File: src/rtl/branch_predict_ctrl.sv
// Branch prediction and misprediction recovery for a 5-stage pipeline.
// The IF stage reads a 2-bit counter table; the EX stage trains it and triggers a one-cycle redirect and flush.
module branch_predict_ctrl #(
  parameter int BHT_ENTRIES = 16,
  parameter int PC_W        = 32,
  parameter int CNT_W       = 32
) (
  input  logic             clk,
  input  logic             rst_n,
  input  logic [PC_W-1:0]  if_pc,
  output logic             if_pred_taken,
  input  logic             ex_valid,
  input  logic             ex_stall,
  input  logic             ex_is_branch,
  input  logic [PC_W-1:0]  ex_pc,
  input  logic             ex_pred_taken,
  input  logic             ex_taken,
  input  logic [PC_W-1:0]  ex_target,
  output logic             redirect_valid,
  output logic [PC_W-1:0]  redirect_pc,
  output logic             flush_ifid,
  output logic             flush_idex,
  output logic [CNT_W-1:0] branch_cnt,
  output logic [CNT_W-1:0] mispred_cnt
);

  localparam int IDX_W = $clog2(BHT_ENTRIES);

  localparam logic [1:0]       CTR_MIN   = 2'b00;
  localparam logic [1:0]       CTR_WNT   = 2'b01;
  localparam logic [1:0]       CTR_MAX   = 2'b11;
  localparam logic [1:0]       CTR_STEP  = 2'b01;
  localparam logic [PC_W-1:0]  PC_STEP   = {{(PC_W-3){1'b0}}, 3'b100};
  localparam logic [PC_W-1:0]  PC_ZERO   = {PC_W{1'b0}};
  localparam logic [CNT_W-1:0] CNT_ZERO  = {CNT_W{1'b0}};
  localparam logic [CNT_W-1:0] CNT_ONE   = {{(CNT_W-1){1'b0}}, 1'b1};
  localparam logic [CNT_W-1:0] CNT_SAT   = {CNT_W{1'b1}};

  typedef enum logic {
    ST_IDLE  = 1'b0,
    ST_FLUSH = 1'b1
  } state_e;

  state_e           state_q, state_d;
  logic [1:0]       bht_q [BHT_ENTRIES];
  logic [1:0]       bht_wr;
  logic [IDX_W-1:0] if_idx;
  logic [IDX_W-1:0] ex_idx;
  logic             resolve;
  logic             mispredict;

  logic             redirect_valid_q, redirect_valid_d;
  logic             flush_ifid_q, flush_ifid_d;
  logic             flush_idex_q, flush_idex_d;
  logic [PC_W-1:0]  redirect_pc_q, redirect_pc_d;
  logic [CNT_W-1:0] branch_cnt_q, branch_cnt_d;
  logic [CNT_W-1:0] mispred_cnt_q, mispred_cnt_d;
  logic             unused_if_pc_bits;

  // 2-bit saturating counter step toward the resolved direction
  function automatic logic [1:0] ctr_next(input logic [1:0] ctr, input logic taken);
    logic [1:0] nxt;
    if (taken) begin
      nxt = (ctr == CTR_MAX) ? ctr : ctr + CTR_STEP;
    end else begin
      nxt = (ctr == CTR_MIN) ? ctr : ctr - CTR_STEP;
    end
    return nxt;
  endfunction

  function automatic logic [CNT_W-1:0] cnt_next(input logic [CNT_W-1:0] cnt, input logic inc);
    logic [CNT_W-1:0] nxt;
    if (inc && (cnt != CNT_SAT)) begin
      nxt = cnt + CNT_ONE;
    end else begin
      nxt = cnt;
    end
    return nxt;
  endfunction

  assign if_idx            = if_pc[IDX_W+1:2];
  assign ex_idx            = ex_pc[IDX_W+1:2];
  assign unused_if_pc_bits = ^{if_pc[PC_W-1:IDX_W+2], if_pc[1:0]};

  // The read sees the registered table only, so a same-cycle write is not bypassed
  assign if_pred_taken = bht_q[if_idx][1];

  // Wrong-path EX contents during FLUSH are ignored through the IDLE qualifier
  assign resolve    = ex_valid & ~ex_stall & ex_is_branch & (state_q == ST_IDLE);
  assign mispredict = resolve & (ex_taken != ex_pred_taken);
  assign bht_wr     = ctr_next(bht_q[ex_idx], ex_taken);

  // Counter table: weakly not-taken after reset, trained on every resolve
  always_ff @(posedge clk or negedge rst_n) begin
    if (!rst_n) begin
      for (int i = 0; i < BHT_ENTRIES; i++) begin
        bht_q[i] <= CTR_WNT;
      end
    end else if (resolve) begin
      bht_q[ex_idx] <= bht_wr;
    end
  end

  // FSM state register
  always_ff @(posedge clk or negedge rst_n) begin
    if (!rst_n) begin
      state_q <= ST_IDLE;
    end else begin
      state_q <= state_d;
    end
  end

  // FSM next-state logic
  always_comb begin
    state_d = state_q;
    case (state_q)
      ST_IDLE:  state_d = mispredict ? ST_FLUSH : ST_IDLE;
      ST_FLUSH: state_d = ST_IDLE;
      default:  state_d = ST_IDLE;
    endcase
  end

  // FSM output logic, decoded from the next state so the flops mirror FLUSH
  always_comb begin
    redirect_valid_d = 1'b0;
    flush_ifid_d     = 1'b0;
    flush_idex_d     = 1'b0;
    case (state_d)
      ST_FLUSH: begin
        redirect_valid_d = 1'b1;
        flush_ifid_d     = 1'b1;
        flush_idex_d     = 1'b1;
      end
      ST_IDLE: begin
        redirect_valid_d = 1'b0;
        flush_ifid_d     = 1'b0;
        flush_idex_d     = 1'b0;
      end
      default: begin
        redirect_valid_d = 1'b0;
        flush_ifid_d     = 1'b0;
        flush_idex_d     = 1'b0;
      end
    endcase
  end

  // Redirect target and performance counter next values
  always_comb begin
    redirect_pc_d = redirect_pc_q;
    if (mispredict) begin
      redirect_pc_d = ex_taken ? ex_target : (ex_pc + PC_STEP);
    end else begin
      redirect_pc_d = redirect_pc_q;
    end
    branch_cnt_d  = cnt_next(branch_cnt_q, resolve);
    mispred_cnt_d = cnt_next(mispred_cnt_q, mispredict);
  end

  // Registered outputs
  always_ff @(posedge clk or negedge rst_n) begin
    if (!rst_n) begin
      redirect_valid_q <= 1'b0;
      flush_ifid_q     <= 1'b0;
      flush_idex_q     <= 1'b0;
      redirect_pc_q    <= PC_ZERO;
      branch_cnt_q     <= CNT_ZERO;
      mispred_cnt_q    <= CNT_ZERO;
    end else begin
      redirect_valid_q <= redirect_valid_d;
      flush_ifid_q     <= flush_ifid_d;
      flush_idex_q     <= flush_idex_d;
      redirect_pc_q    <= redirect_pc_d;
      branch_cnt_q     <= branch_cnt_d;
      mispred_cnt_q    <= mispred_cnt_d;
    end
  end

  assign redirect_valid = redirect_valid_q;
  assign flush_ifid     = flush_ifid_q;
  assign flush_idex     = flush_idex_q;
  assign redirect_pc    = redirect_pc_q;
  assign branch_cnt     = branch_cnt_q;
  assign mispred_cnt    = mispred_cnt_q;

endmodule
File: config.mk
export PLATFORM = sky130hd
export DESIGN_NAME = branch_predict_ctrl
export DESIGN_NICKNAME = d
export VERILOG_FILES = /design/src/rtl/branch_predict_ctrl.sv
export SDC_FILE = /design/constraint.sdc
export NUM_CORES = 1
export LEC_CHECK = 0
export ABC_AREA = 1
export CORE_MARGIN = 4
export CORE_UTILIZATION = 50
export DETAILED_ROUTE_END_ITERATION = 8
export DONT_BUFFER_PORTS = 1
export PLACE_DENSITY = 0.66
export SLEW_MARGIN = 10
export SYNTH_ARGS = -nofsm -noshare
export SYNTH_HDL_FRONTEND = slang
export SYNTH_SLANG_ARGS = --single-unit
File: constraint.sdc
create_clock -name clk -period 1.5 [get_ports clk]
set_input_delay 0.15 -clock clk [delete_from_list [all_inputs] [get_ports clk]]
set_output_delay 0.15 -clock clk [all_outputs]
set_load 0.02 [all_outputs]
==> Word-level counts from Yosys, hierarchy flattened <==
Index checks and enable logic that the tools add are counted.
{ "op_classes": {"add_sub_neg": 5, "multipliers": 0, "div_mod_pow": 0, "magnitude_cmp": 3, "eq_ne": 4, "n_shift": 0, "mux": 16, "bitwise": 9, "n_reduce_logical": 4} }
{ "op_table": {"columns": ["operator", "n"], "rows": [
  ["$add A32 B1 Y32 const B", 2],
  ["$ne A32 B32 Y1 const B", 2],
  ["$add A32 B3 Y32 const B", 1],
  ["$bwmux W32", 1],
  ["$mux W32", 1],
  ["$bmux W2 S4", 2],
  ["$mux W2", 8],
  ["$ge A5 B5 Y1 const B", 2],
  ["$not A4 Y5", 2],
  ["$demux W2 S4", 1],
  ["$lt A5 B1 Y1 const B", 1],
  ["$and A1 B1 Y1", 4],
  ["$pmux W1 S2", 2],
  ["$logic_and A1 B1 Y1", 3],
  ["$not A1 Y1", 3],
  ["$add A2 B1 Y2 const B", 1],
  ["$eq A2 B2 Y1 const B", 1],
  ["$logic_not A2 Y1", 1],
  ["$sub A2 B1 Y2 const B", 1],
  ["$mux W1", 1],
  ["$ne A1 B1 Y1", 1]
]} }
{ "word_totals": {"reg_bits": 130, "latchBits": 0, "ramBits": 0, "rom_bits": 0, "in_bits": 103, "output_inout_bits": 100, "wordCells": 62, "memories": 0} }

==> Logic depth before layout (Yosys ltp) <==
Gate-level depths: netlist of the first run.
{ "depth": {"word_depth": 9, "ltp_mapped": 14, "ltp_nobuf": 12} }

==> Least setup slack after synthesis of the first run <==
OpenSTA, ideal clock, no wires.
{ "synth_path": {"kind": "register to register", "from": "register mispred_cnt_q[0] (netlist: mispred_cnt[0])", "to": "register mispred_cnt_q[18] (netlist: mispred_cnt[18])", "setup_ns": 0.065, "arrival_ns": 1.745, "t_required_ns": 1.435, "path_slack_ns": -0.310, "stages_incl_launch_ff": 11, "n_path_buf": 1, "period_less_slack_ns": 1.810, "path_cell_list": "dfrtp_1 > ha_1 > inv_2 > nor3_4 > nand2_1 > nor2_2 > nand2_1 > nand2_1 > buf_2 > nand2_1 > nand2_1"} }
{ "synth_between": {"elab_chain_len": 2, "elab_cells_between_ends": 3, "cone_classes": "add/sub (1); eq/ne (1); reduce/logical (1)"} }
{ "synth_rtl": {"columns": ["element", "line", "rtl"], "rows": [
  ["start: declaration", "57", "logic [CNT_W-1:0] mispred_cnt_q, mispred_cnt_d;"],
  ["start signal: assignment", "174", "mispred_cnt_q <= mispred_cnt_d;"],
  ["parallel branches: the longest is 2 deep, another holds $add A32 B1 Y32", null, null]
]} }
Parallel ways; which one is timed is not known.
A chain may end at the register's enable or synchronous reset.

==> Worst setup path after layout of the first run <==
{ "layout_path": {"from": "register mispred_cnt_q[0] (netlist: mispred_cnt[0])", "to": "register mispred_cnt_q[20] (netlist: mispred_cnt[20])"} }
Same word-level chain as after synthesis.

==> run summary, run 1 <==
CP cell instances: ha_4, inv_4, nor3_4, nand2_2, buf_6, nor4_2, buf_4, nand2_2, nand2_1, nand2_1
Final period utilization: 1.27
Final Hold Viols: 131
Failing checks: negative hold slack, negative setup slack
Final Max Slew Viols: 0
Final #Nets: 1655
CTS Sinks: 129
Gr usage total: 0.337
Port bufs: 0
Num rows: 47
Via-per-instance ratio: 5.99
Synthesis-stage register bit count: 129
Die area: 18900 µm²
Die Span X: 138 µm
Fraction of layout cells with a size suffix above 1: 0.449
Post-route DRC: 0
Setup CP Type: register to register
EDFF count, synth: 0
Initial antenna violation count: 1
Vias in the first global route: 9797
Gpl congestion: 0.924
Root Driver: clkbuf_16
Worst-path clk slew: 70 ps
IO Count: 203
Die Ht: 138 µm
TritonCTS Buffers: 17
Sequential cell area fraction in the yosys report: 0.387
Worst Setup SP: mispred_cnt[0]
Final ANT Viol Nets: 0
Hold Crit Class: input port to async pin
First-pass GRT wire length: 49.7 mm
Clock Latency Late Sink: 440 ps
Hpwl dp: 19.1 mm
Async S/R FF share, synth: 1.00
Critical Path End Type: register
Worst Tran Pin Value: 1120 ps
CP Launch Type: register
Worst-path fanout max: 2
Largest net degree at the start of global routing: 130
Status: complete, but fails checks
Cell Pwr Density: 987 nW/µm²
Post-Layout Cell Count: 1780
RSZ-0062 raised after global routing: yes
Worst clock skew: 10.7 ps
Fmax: 526 MHz
Critical Path RT: 1830 ps
Via count: 10659
Yosys warns: 0
Area of the core: 16500 µm²
Final setup vio count: 126
Routed wire length: 39.2 mm
Slowest CP cell: dfrtp_2
H-tree Lvls: 4
Period minus WS final: 1900 ps
First drt pass iteration count: 6
Wire per inst: 22.0 µm
Placed cells: 1616
WHS: -602 ps
Post-Syn Area: 8390 µm²
CP peak stage delay: 390 ps
Relative slew slack: 0.253
Clk buf depth: 2
Syn Nets: 1339
Crit path DAT: 2230 ps
Final core utilization: 0.849
Leakage: 6.54 nW
Worst VDD drop: 0.971 mV
Starting DRT DRC Count: 1182
Post-route setup slack: -399 ps
TritonCTS clock tree: built
Initial Utilization: 0.508
Final setup TNS: -21830 ps
Max_cap viols: 0
Yosys cell types: 43
Area Growth Syn to Fin: 67.2%
GRT overflow: 0
Most used flip-flop cell after synthesis: dfrtp_1
Critical R2R Launch: mispred_cnt[0]
Post-Syn Area per Cell: 6.82 µm²
Post-synthesis cell count: 1230
==> final cells by class <==
class | count | area (µm²)
Fill cell | 787 | 2490
Tap cell | 220 | 275
Clock inverter | 14 | 211
Timing Repair inverter | 3 | 45.0
Clock buffer | 18 | 429
Inverter | 128 | 532
Sequential cell | 129 | 3290
Multi-Input combinational cell | 940 | 5990
Timing Repair Buffer | 327 | 3260
Antenna cell | 1 | 2.50
==> final timing paths <==
path	end	slack [ps]	depth (start not counted)
max	mispred_cnt[20]	-400	10
min	branch_cnt[4]	-600	0
max reg2reg	mispred_cnt[20]	-400	10
min reg2reg	bht_q[10]	460	2
max in group asynchronous	bht_q[16]	1800	0
min in group clk	bht_q[2]	-10	4
==> cells in the mapped netlist (6+ instances only) <==
cell type / number / area share
xor2_1: 47 / 0.049
nor2_2: 6 / 0.0045
dfstp_2: 16 / 0.050
o211ai_1: 6 / 0.0054
o21ai_0: 46 / 0.027
nand3b_1: 12 / 0.011
nor2_1: 170 / 0.076
nand3_1: 72 / 0.043
nand4_1: 15 / 0.011
buf_2: 14 / 0.0083
o21ai_1: 20 / 0.012
nor3_1: 34 / 0.020
ha_1: 6 / 0.0089
dfrtp_1: 113 / 0.34
xnor2_1: 11 / 0.011
nand2_1: 432 / 0.19
clkbuf_1: 7 / 0.0031
a21oi_1: 23 / 0.014
buf_6: 6 / 0.0080
inv_1: 120 / 0.054
==> sequential cells by signal, summed over array words and instances, names as in the netlist <==
signal / flops
mispred_cnt: 32
flush_idex: 1
redirect_pc: 32
bht_q: 32
branch_cnt: 32
==> stage by stage <==
| step | hold slack [ps] | setup slack [ps] | instance area [µm²] | total power [mW] |
|---|---|---|---|---|
| floorplan | -146 | -44.3 | 8540 | 6.41 |
| global placement | -142 | -135 | 10200 | 7.53 |
| detailed placement | -141 | -193 | 10200 | 7.59 |
| CTS | -589 | -229 | 12900 | 12.9 |
| global route | -609 | -419 | 14000 | 14.2 |
| finish | -602 | -399 | 14000 | 13.8 |
==> layout by cell type (no fill, tap or decap), types with 7 or more instances in the layout <==
cell type,count
a21oi_2,11
nor2_1,102
nand2_8,8
dfstp_2,16
a21oi_1,7
nand2_4,37
xor2_1,40
nor3_1,8
clkbuf_16,20
dfrtp_2,30
nand3b_1,12
nand3_1,63
xor2_2,7
nor2_2,33
dfrtp_1,83
buf_16,12
buf_4,207
o21ai_1,32
buf_6,23
dlygate4sd3_1,56
nand2_1,305
nor2_4,46
xnor2_1,8
nand3_2,8
inv_2,25
nor3_4,10
nor3_2,18
buf_12,19
nand4_1,15
o21ai_2,23
nand2_2,93
o21ai_0,9
inv_1,92
==> cell families after synthesis <==
family	after synthesis	share of synthesized area
AOI/OAI and AO/OA	108	0.0698
xor gates and xnor gates	58	0.0605
adders and majority gates	6	0.00894
buffers and inverters	162	0.0847
DFF	129	0.387
and+or+nand+nor	767	0.389
==> critical path: cells and delay by family, from the launching register on <==
kind | cells | cell delay (ps)
buffers and inverters | 3 | 410
DFF | 1 | 390
and+or+nand+nor | 6 | 800
adders and majority gates | 1 | 160
==> layer usage <==
layer	track usage	wire [µm]	vias to the layer above
li1	-	-	4518
met1	0.411	13500	4976
met2	0.543	18200	857
met3	0.114	4460	308
met4	0.147	2980	0
met5	0	0	-
==> power breakdown <==
group / switching [mW] / internal, mW / leakage (nW)
clock: 1.77 / 2.95 / 0.310
sequential: 0.829 / 4.12 / 1.57
combinational: 2.36 / 1.82 / 4.66
total: 4.96 / 8.89 / 6.54
==> what timing repair did <==
| item | in CTS | in global routing |
|---|---|---|
| pin swaps | 72 | 118 |
| setup buffers | 39 | 22 |
| gates resized for setup | 267 | 255 |
| endpoints found under the setup margin | 105 | 129 |
| hold buffers | 55 | 2 |
| gates cloned | 19 | 5 |
| endpoints found under the hold margin | 161 | 130 |
No activity file was read; power rests on OpenSTA's default activity.
==> inputs of run 2 (changes only) <==
- TNS_END_PERCENT: not set -> 1
==> run 2 against run 1 <==
Net effect:
- the flow still finishes with violations (negative hold slack, negative setup slack)
- highest routed layer unchanged
- largest cell class unchanged
- register-to-register slack improved by 280 ps
- setup slack better by 200 ps
- non-clock buffer count fell by 69
- via count is 16% lower
- critical endpoint is now if_pred_taken
- first-iteration DRC count fell by 46%
- global-route usage decreased by 4.6 points
- fmax increased by 12%
==> run summary, run 2 (same netlist as run 1, synthesis figures left out) <==
Max_cap viols: 0 (unchanged)
Worst-path clk slew: 60 ps (about the same)
CP cell instances: buf_4, o21ai_1, a21oi_1, o221ai_2, o21ai_2, buf_6
First-pass GRT wire length: 43.5 mm (-12%)
Port bufs: 0 (unchanged)
Area of the core: 16500 µm² (unchanged)
Num rows: 47 (unchanged)
Die Span X: 138 µm (unchanged)
Worst reg-to-reg setup slack: -120 ps (+280 ps)
Post-route DRC: 0 (unchanged)
Worst Tran Pin Value: 979 ps (-142 ps)
CP Launch Type: register
Final instance area: 11800 µm² (-16%)
Wire per inst: 15.9 µm (-28%)
Buffers plus inverters on the worst setup path: 2 (-1)
CP peak stage delay: 380 ps (about the same)
Commonest non-fill, non-tap cell in the layout: nand2_1
Placed cell area: 10100 µm² (-0.50%)
Post-route setup slack: -200 ps (+199 ps)
Critical Path RT: 1350 ps (-480 ps)
Area Growth Syn to Fin: 40.2%
GRT overflow: 0 (unchanged)
Worst-path fanout max: 2 (unchanged)
Status: complete, but fails checks
Worst reg-to-reg path cell count: 10 (unchanged)
Final core utilization: 0.712 (-0.137)
Final Max Slew Viols: 0 (unchanged)
Cell Pwr Density: 1080 nW/µm² (+9.2%)
Clk buf depth: 2 (unchanged)
Slowest CP cell: dfrtp_1
H-tree Lvls: 4 (unchanged)
CP Depth: 6 (-4)
First drt pass iteration count: 7 (+1)
Leakage: 5.57 nW (-15%)
Hold Crit Class: input port to async pin
Failing checks: negative hold slack, negative setup slack
Via count: 8979 (-16%)
Starting DRT DRC Count: 636 (-46%)
Final period utilization: 1.13 (-0.133)
Die area: 18900 µm² (unchanged)
Most frequent cells in the layout: nand2_1, buf_4, nor2_1
Worst clock skew: 9.76 ps (-0.975 ps)
Die Ht: 138 µm (unchanged)
Routed wire length: 27.1 mm (-31%)
TritonCTS clock tree: built
# diodes: 0 (-1)
Hold buffer count at cts: 56 (+1.8%)
Gpl congestion: 0.943 (+2.0%)
Via-per-instance ratio: 5.26 (-12%)
Gr usage total: 0.291 (-0.0459)
Final Hold Viols: 129 (-1.5%)
WHS: -584 ps (+18.1 ps)
Vias in the first global route: 8774 (-10%)
Largest net degree at the start of global routing: 130 (unchanged)
Hpwl dp: 18.9 mm (-1.0%)
Clock Latency Late Sink: 420 ps (-20 ps)
Final ANT Viol Nets: 0 (unchanged)
Final #Nets: 1582 (-4.4%)
Fmax: 588 MHz (+12%)
RSZ-0062 raised after global routing: yes
TritonCTS Buffers: 17 (unchanged)
IO Count: 203 (unchanged)
Worst VDD drop: 0.887 mV (-8.7%)
CTS Sinks: 129 (unchanged)
Crit path DAT: 1550 ps (-680 ps)
Final setup vio count: 64 (-49%)
Fraction of layout cells with a size suffix above 1: 0.275 (-0.174)
Initial antenna violation count: 0 (-1)
Relative slew slack: 0.345 (+0.0923)
Top Family by Delay on Critical Path: compound AO/OA/AOI/OAI gates
Root Driver: clkbuf_16
Number of fill cells in the layout: 1292 (+64%)
Initial Utilization: 0.508 (unchanged)
Setup CP Type: register to primary output
Critical Path End Type: primary output
Period minus WS final: 1700 ps (-199 ps)
[run 2: cell count changes in the layout (fill, tap and decap cells not counted), moves of 18 or more]
cell	change
nand2_1	+107
nand2_2	-71
nor2_1	+34
nor2_4	-32
nand2_4	-30
o21ai_2	-19
buf_6	-18
[run 2: cell type report]
| cell class | instances | area (µm²) | area share |
|---|---|---|---|
| clock inverters | 13 | 234 | 0.0199 |
| inverters | 128 | 495 | 0.0421 |
| multi-input cells | 939 | 4860 | 0.413 |
| repair buffers | 258 | 2190 | 0.186 |
| clock buffers | 19 | 443 | 0.0376 |
| well taps | 220 | 275 | 0.0234 |
| flip-flops and latches | 129 | 3280 | 0.278 |
[run 2: where the power goes]
group	internal (mW)	switching [mW]	total [mW]
Combinational	1.33	1.70	3.03
Clock	3.17	1.62	4.79
Sequential	4.11	0.742	4.85
[run 2: final timing paths]
| kind | end | startpoint |
|---|---|---|
| max | if_pred_taken | bht_q[11] |
| min in group clk | redirect_pc[30] | ex_pc[30] |
| max in group asynchronous | bht_q[30] | rst_n |
| min | branch_cnt[4] | rst_n |
| min reg2reg | bht_q[2] | bht_q[2] |
| max reg2reg | mispred_cnt[20] | mispred_cnt[1] |
[run 2: worst register-to-register path: cells and delay by family, from the launching register on]
family	cells	cell delay (ps)
flip-flops	1	430
AND/OR/NAND/NOR	6	430
buffers and inverters	2	300
AO/OA/AOI/OAI	1	200
adder cells (fa/ha/maj)	1	180
[run 2: per-layer routing]
layer	global-route usage	wire, µm	vias up
met1	0.362	10800	4162
met2	0.469	12900	385
met3	0.0891	2500	84
met4	0.125	886	0
met5	0	0	-
li1	-	-	4348
[run 2: metrics by stage]
step / setup TNS [ps] / cells / setup slack [ps] / total power [mW]
after floorplan: -2150 / 1230 / -67.9 / 6.39
after global placement: -6370 / 1618 / -158 / 7.55
after detailed placement: -9460 / 1618 / -166 / 7.62
after CTS: -3290 / 1706 / -213 / 12.6
after global routing: -11870 / 1706 / -335 / 13.3
final: -3260 / 1706 / -200 / 12.7
[run 2: timing repair]
item / in CTS / in global routing
endpoints found under the setup margin: 115 / 115
buffers inserted: 1 / 0
gates cloned: 0 / 0
resized for setup: 72 / 79
hold endpoints to repair: 164 / 129
pin swaps: 12 / 9
